$ cat src/rtl/pmem_arbiter_pkg.sv
// Shared types for the physical-memory arbiter: block bus type and arbiter FSM states.
package pmem_arbiter_pkg;

    typedef logic [255:0] lc3b_block;

    typedef enum logic [2:0] {
        ST_IDLE,
        ST_DEM_RD,
        ST_DEM_WR,
        ST_PF_RD,
        ST_PF_DROP,
        ST_TURN
    } pmem_arb_state_t;

endpackage

$ cat src/rtl/arb_starve_counter.sv
// Counts demand grants issued while a prefetch is waiting; flags when prefetch must be forced.
module arb_starve_counter #(
    parameter int STARVE_LIMIT = 4,
    parameter int CNT_W        = 3
) (
    input  logic clk,
    input  logic reset,
    input  logic inc,
    input  logic clr,
    output logic starve
);

    localparam logic [CNT_W-1:0] LIMIT = CNT_W'(STARVE_LIMIT);

    logic [CNT_W-1:0] cnt;

    // NOTE: sequential state uses non-blocking assignments so every flop samples pre-edge values.
    always_ff @(posedge clk or posedge reset) begin
        if (reset) begin
            cnt <= '0;
        end else if (clr) begin
            cnt <= '0;
        end else if (inc && cnt != LIMIT) begin
            cnt <= cnt + 1'b1;
        end
    end

    assign starve = (cnt == LIMIT);

endmodule

$ cat src/rtl/pmem_arbiter.sv
// Shares the pmem port between L2 demand traffic and prefetch line fills: demand priority,
// non-preemptive, with a starvation guard that forces a prefetch after repeated demand grants.
module pmem_arbiter
    import pmem_arbiter_pkg::*;
#(
    parameter int STARVE_LIMIT = 4,
    parameter int CNT_W        = 3
) (
    input  logic        clk,
    input  logic        reset,
    input  logic        dem_read,
    input  logic        dem_write,
    input  logic [15:0] dem_address,
    input  lc3b_block   dem_wdata,
    output lc3b_block   dem_rdata,
    output logic        dem_resp,
    input  logic        pf_read,
    input  logic [15:0] pf_address,
    input  logic        pf_cancel,
    output lc3b_block   pf_rdata,
    output logic        pf_resp,
    output logic        pmem_read,
    output logic        pmem_write,
    output logic [15:0] pmem_address,
    output lc3b_block   pmem_wdata,
    input  lc3b_block   pmem_rdata,
    input  logic        pmem_resp,
    output logic        busy
);

    pmem_arb_state_t state_q, state_d;
    logic [15:0]     addr_q, addr_d;
    lc3b_block       wdata_q, wdata_d;
    logic            dem_grant, pf_grant, starve, pf_ok;

    assign pf_ok = pf_read && !pf_cancel;

    arb_starve_counter #(
        .STARVE_LIMIT(STARVE_LIMIT),
        .CNT_W       (CNT_W)
    ) u_starve (
        .clk   (clk),
        .reset (reset),
        .inc   (dem_grant && pf_read),
        .clr   (pf_grant || (state_q == ST_IDLE && !pf_read)),
        .starve(starve)
    );

    // NOTE: every always_comb output gets a default first, so no path can infer a latch.
    always_comb begin
        state_d    = state_q;
        addr_d     = addr_q;
        wdata_d    = wdata_q;
        dem_grant  = 1'b0;
        pf_grant   = 1'b0;
        pmem_read  = 1'b0;
        pmem_write = 1'b0;
        dem_resp   = 1'b0;
        pf_resp    = 1'b0;
        unique case (state_q)
            ST_IDLE: begin
                if (starve && pf_ok) begin
                    state_d  = ST_PF_RD;
                    addr_d   = pf_address;
                    pf_grant = 1'b1;
                end else if (dem_write) begin
                    state_d   = ST_DEM_WR;
                    addr_d    = dem_address;
                    wdata_d   = dem_wdata;
                    dem_grant = 1'b1;
                end else if (dem_read) begin
                    state_d   = ST_DEM_RD;
                    addr_d    = dem_address;
                    dem_grant = 1'b1;
                end else if (pf_ok) begin
                    state_d  = ST_PF_RD;
                    addr_d   = pf_address;
                    pf_grant = 1'b1;
                end
            end
            ST_DEM_RD, ST_DEM_WR: begin
                pmem_read  = (state_q == ST_DEM_RD);
                pmem_write = (state_q == ST_DEM_WR);
                if (pmem_resp) begin
                    dem_resp = 1'b1;
                    state_d  = ST_TURN;
                end
            end
            ST_PF_RD: begin
                pmem_read = 1'b1;
                if (pmem_resp) begin
                    pf_resp = !pf_cancel;
                    state_d = ST_TURN;
                end else if (pf_cancel) begin
                    state_d = ST_PF_DROP;
                end
            end
            // pmem cannot abort a read, so a cancelled fill runs to completion and is discarded.
            ST_PF_DROP: begin
                pmem_read = 1'b1;
                if (pmem_resp) state_d = ST_TURN;
            end
            ST_TURN: state_d = ST_IDLE;
            default: state_d = ST_IDLE;
        endcase
    end

    always_ff @(posedge clk or posedge reset) begin
        if (reset) begin
            state_q <= ST_IDLE;
            addr_q  <= '0;
            wdata_q <= '0;
        end else begin
            state_q <= state_d;
            addr_q  <= addr_d;
            wdata_q <= wdata_d;
        end
    end

    assign pmem_address = addr_q;
    assign pmem_wdata   = wdata_q;
    assign dem_rdata    = pmem_rdata;
    assign pf_rdata     = pmem_rdata;
    assign busy         = (state_q != ST_IDLE);

endmodule

$ cat config.mk
export PLATFORM = sky130hd
export DESIGN_NAME = pmem_arbiter
export DESIGN_NICKNAME = d
export VERILOG_FILES = /design/src/rtl/pmem_arbiter_pkg.sv /design/src/rtl/arb_starve_counter.sv /design/src/rtl/pmem_arbiter.sv
export SDC_FILE = /design/constraint.sdc
export NUM_CORES = 1
export LEC_CHECK = 0
export ABC_AREA = 1
export BUFFER_PORTS_ARGS = -buffer_cell sky130_fd_sc_hd__buf_2
export CORE_AREA = 2 2 524 526
export CTS_BUF_LIST = sky130_fd_sc_hd__clkbuf_16
export DETAILED_ROUTE_END_ITERATION = 16
export DIE_AREA = 0 0 526 528
export GPL_TIMING_DRIVEN = 0
export SYNTH_ARGS = -nofsm -noshare
export SYNTH_HDL_FRONTEND = slang
export SYNTH_SLANG_ARGS = --single-unit
$ cat constraint.sdc
create_clock -name clk -period 7.1 [get_ports clk]
set_clock_uncertainty 0.1 [all_clocks]
set_input_delay 0 -clock clk [delete_from_list [all_inputs] [get_ports clk]]
set_output_delay 0 -clock clk [all_outputs]
set_load 0.02 [all_outputs]
==> qor.txt <==
sequential share of the synthesized area: 43.5%
outcome: finished, final reports clean
Data required, critical path: 7.59 ns
length in cells of the worst reg-to-reg path: 9
WL per Instance: 25.8 µm
slowest cell on the critical path: dlygate4sd3_1
CTS Hold Buffers Added: 379
Clk Latency, worst-skew pair: 0.65 ns
Area after DPL: 0.0261 mm²
WL met3: 29.5 mm
Yosys reg bits: 278
crit path launch: u_starve.cnt[0]
TritonCTS clock tree: built
Post-CTS Setup Bufs: 0
PD cells: 336 mW/mm²
vias in the first global route: 17,683
H-tree levels: 2
relative slew slack: 49.7%
Reg-to-Reg Start: u_starve.cnt[0]
Yosys Warn Count: 0
Worst Path Buf+Inv: 4
Worst setup EP type: register
Total GRT Usage: 12.3%
Critical Path, Cell by Cell: inv_1 -> ha_1 -> nand4_1 -> nand2_1 -> buf_2 -> a21oi_1 -> dlygate4sd3_1 -> a21oi_1 -> dlygate4sd3_1
# fillers: 31,546
die height: 528 µm
Syn Nets: 2,305
setup ws final: 4.13 ns
crit start category: register
final cell count without fillers: 6,929
logic depth of the worst setup path including buffers: 9
CTS clk-pin slew, worst paths: 0.06 ns
Final GP Congestion: 1.08
final hold viol count: 0
uppermost layer routed: met5
TritonCTS Buffers: 40
Leakage: 15.9 nW
Clock Tree Root: clkbuf_16
Worst Path Arrival: 3.46 ns
Vias: 18,199
Final HPWL DP: 161 mm
Worst Tran Pin Value: 0.755 ns
core area: 0.272 mm²
clk buf depth: 3
setup_tns: 0 ns
largest net degree at the start of global routing: 40
HP Start: dem_wdata[137]
layout cell share with drive strength beyond 1: 58.5%
die area: 0.278 mm²
Sink Count: 278
VDD IR max: 0.000200 V
most common cell after layout, fill and taps aside: buf_2
area grow syn2layout: 95.0%
Fmax achieved: 337 MHz
Post-CTS Resized: 0
Port Buffers: 1,083
design area: 0.0312 mm²
Syn Std Cell Area: 0.0160 mm²
Syn Area/Cell: 9.13 µm²
DR pass1 iterations: 5
metal2 WL: 76.7 mm
Netlist cell types: 22
Initial DRC Count: 1,046
site row count: 192
WL met1: 64.4 mm
Worst Setup Path Type: register to register
Nets: 3,817
Synth Instances: 1,752
worst slack at placement: 4.70 ns
I/O pins: 1,340
CP top delay family: buffers and inverters
Via-to-Cell Ratio: 2.63
Worst Hold Class: primary input to register
wire length of the first global-routing pass: 214 mm
Cell Count Post-Placement: 6,432
final setup fails: 0
Routed Antenna Nets: 0
Tmin final: 2.97 ns
GRT overflow: 0
most frequent cells in the layout: buf_2 (1,086), buf_4 (513), dlygate4sd3_1 (379)
Slew Limit Fails: 0
Final Cycle Share: 41.8%
total power: 0.0105 W
worst hold path stage count: 4
die width: 526 µm
WL final: 179 mm
Starting Density: 5.87%
CP peak stage delay: 0.56 ns
Max Cap Viol: 0
critical path peak fanout: 10
initial antenna violation count: 114
RSZ-0062 raised after global routing: no
DRC viols: 0
worst paths after layout:
path                                    to  slack, ns
max reg2reg                pmem_address[8]       4.13
min                        pmem_wdata[137]       0.06
max in group asynchronous  pmem_wdata[136]       4.40
max                        pmem_address[8]       4.13
min reg2reg                 pmem_wdata[10]       0.37
min in group asynchronous  pmem_wdata[185]       0.52
cell families (layout without fill, tap and decap cells):
group | count (synthesis) | after routing | synth area share [%]
simple gates | 335 | 335 | 8.10
compound gates | 294 | 294 | 13.9
buf+inv | 842 | 2386 | 34.3
other cells | 0 | 44 | 0
flops | 278 | 278 | 43.5
fa+ha+maj | 2 | 2 | 0.156
xor+xnor | 1 | 1 | 0.0548
layer usage:
metal,vias up,track usage (%)
met5,-,0.450
met4,50,4.93
met3,377,8.73
met2,1450,18.8
met1,8437,13.0
li1,7885,-
where the power goes:
part / switching [W] / total [W] / internal [W]
logic: 0.00387 / 0.00567 / 0.00180
clock network: 0.000956 / 0.00200 / 0.00105
registers: 0.000502 / 0.00283 / 0.00232
worst register-to-register path: stages, from the launching register on:
cell           delay (ns)
dfrtp_1              0.40
inv_1                0.07
ha_1                 0.16
nand4_1              0.21
nand2_1              0.30
buf_2                0.32
a21oi_1              0.10
dlygate4sd3_1        0.56
a21oi_1              0.12
dlygate4sd3_1        0.56
sequential cells by signal (all words and copies together), names as in the netlist:
name and cells:
pmem_wdata 256, pmem_address 16, state_q 3, u_starve.cnt 3
metrics by stage:
step                utilization (%)  hold slack (ns)
floorplan                         -          -0.0113
global placement               9.51            0.118
detailed placement             9.57          0.00540
CTS                            11.4         0.000355
global route                   11.4           0.0405
finish                         11.5           0.0620
synthesized netlist by cell type:
master    instances  area [µm²]
xnor2_1           1        8.76
nand4_1           2        12.5
clkbuf_1          3        11.3
buf_4           513        3850
buf_2             3        15.0
o21ai_2         200        1750
nor2_1           25        93.8
nand3_1           6        30.0
inv_4             1        6.26
nand3_4           1        17.5
nor2_2            2        12.5
nor3_1            2        10.0
dfrtp_1         278        6960
ha_1              2        25.0
inv_1           268        1010
o21ai_1          26         130
nand2_2           2        12.5
a21oi_1          33         165
inv_2             1        3.75
nand2_1         295        1110
buf_6            53         597
o21ai_0          35         175
final cells by class:
cell class / count / area (µm²) / area share [%]
Buffer: 572 / 4470 / 14.3
Timing Repair Buffer: 1470 / 9370 / 30.0
Clock buffer: 40 / 1000 / 3.21
Sequential cell: 278 / 6960 / 22.3
Multi-Input combinational cell: 632 / 3550 / 11.4
Clock inverter: 34 / 226 / 0.726
Inverter: 270 / 1020 / 3.27
Antenna cell: 44 / 110 / 0.353
Tap cell: 3589 / 4490 / 14.4
(Power assumes the default switching activity.)
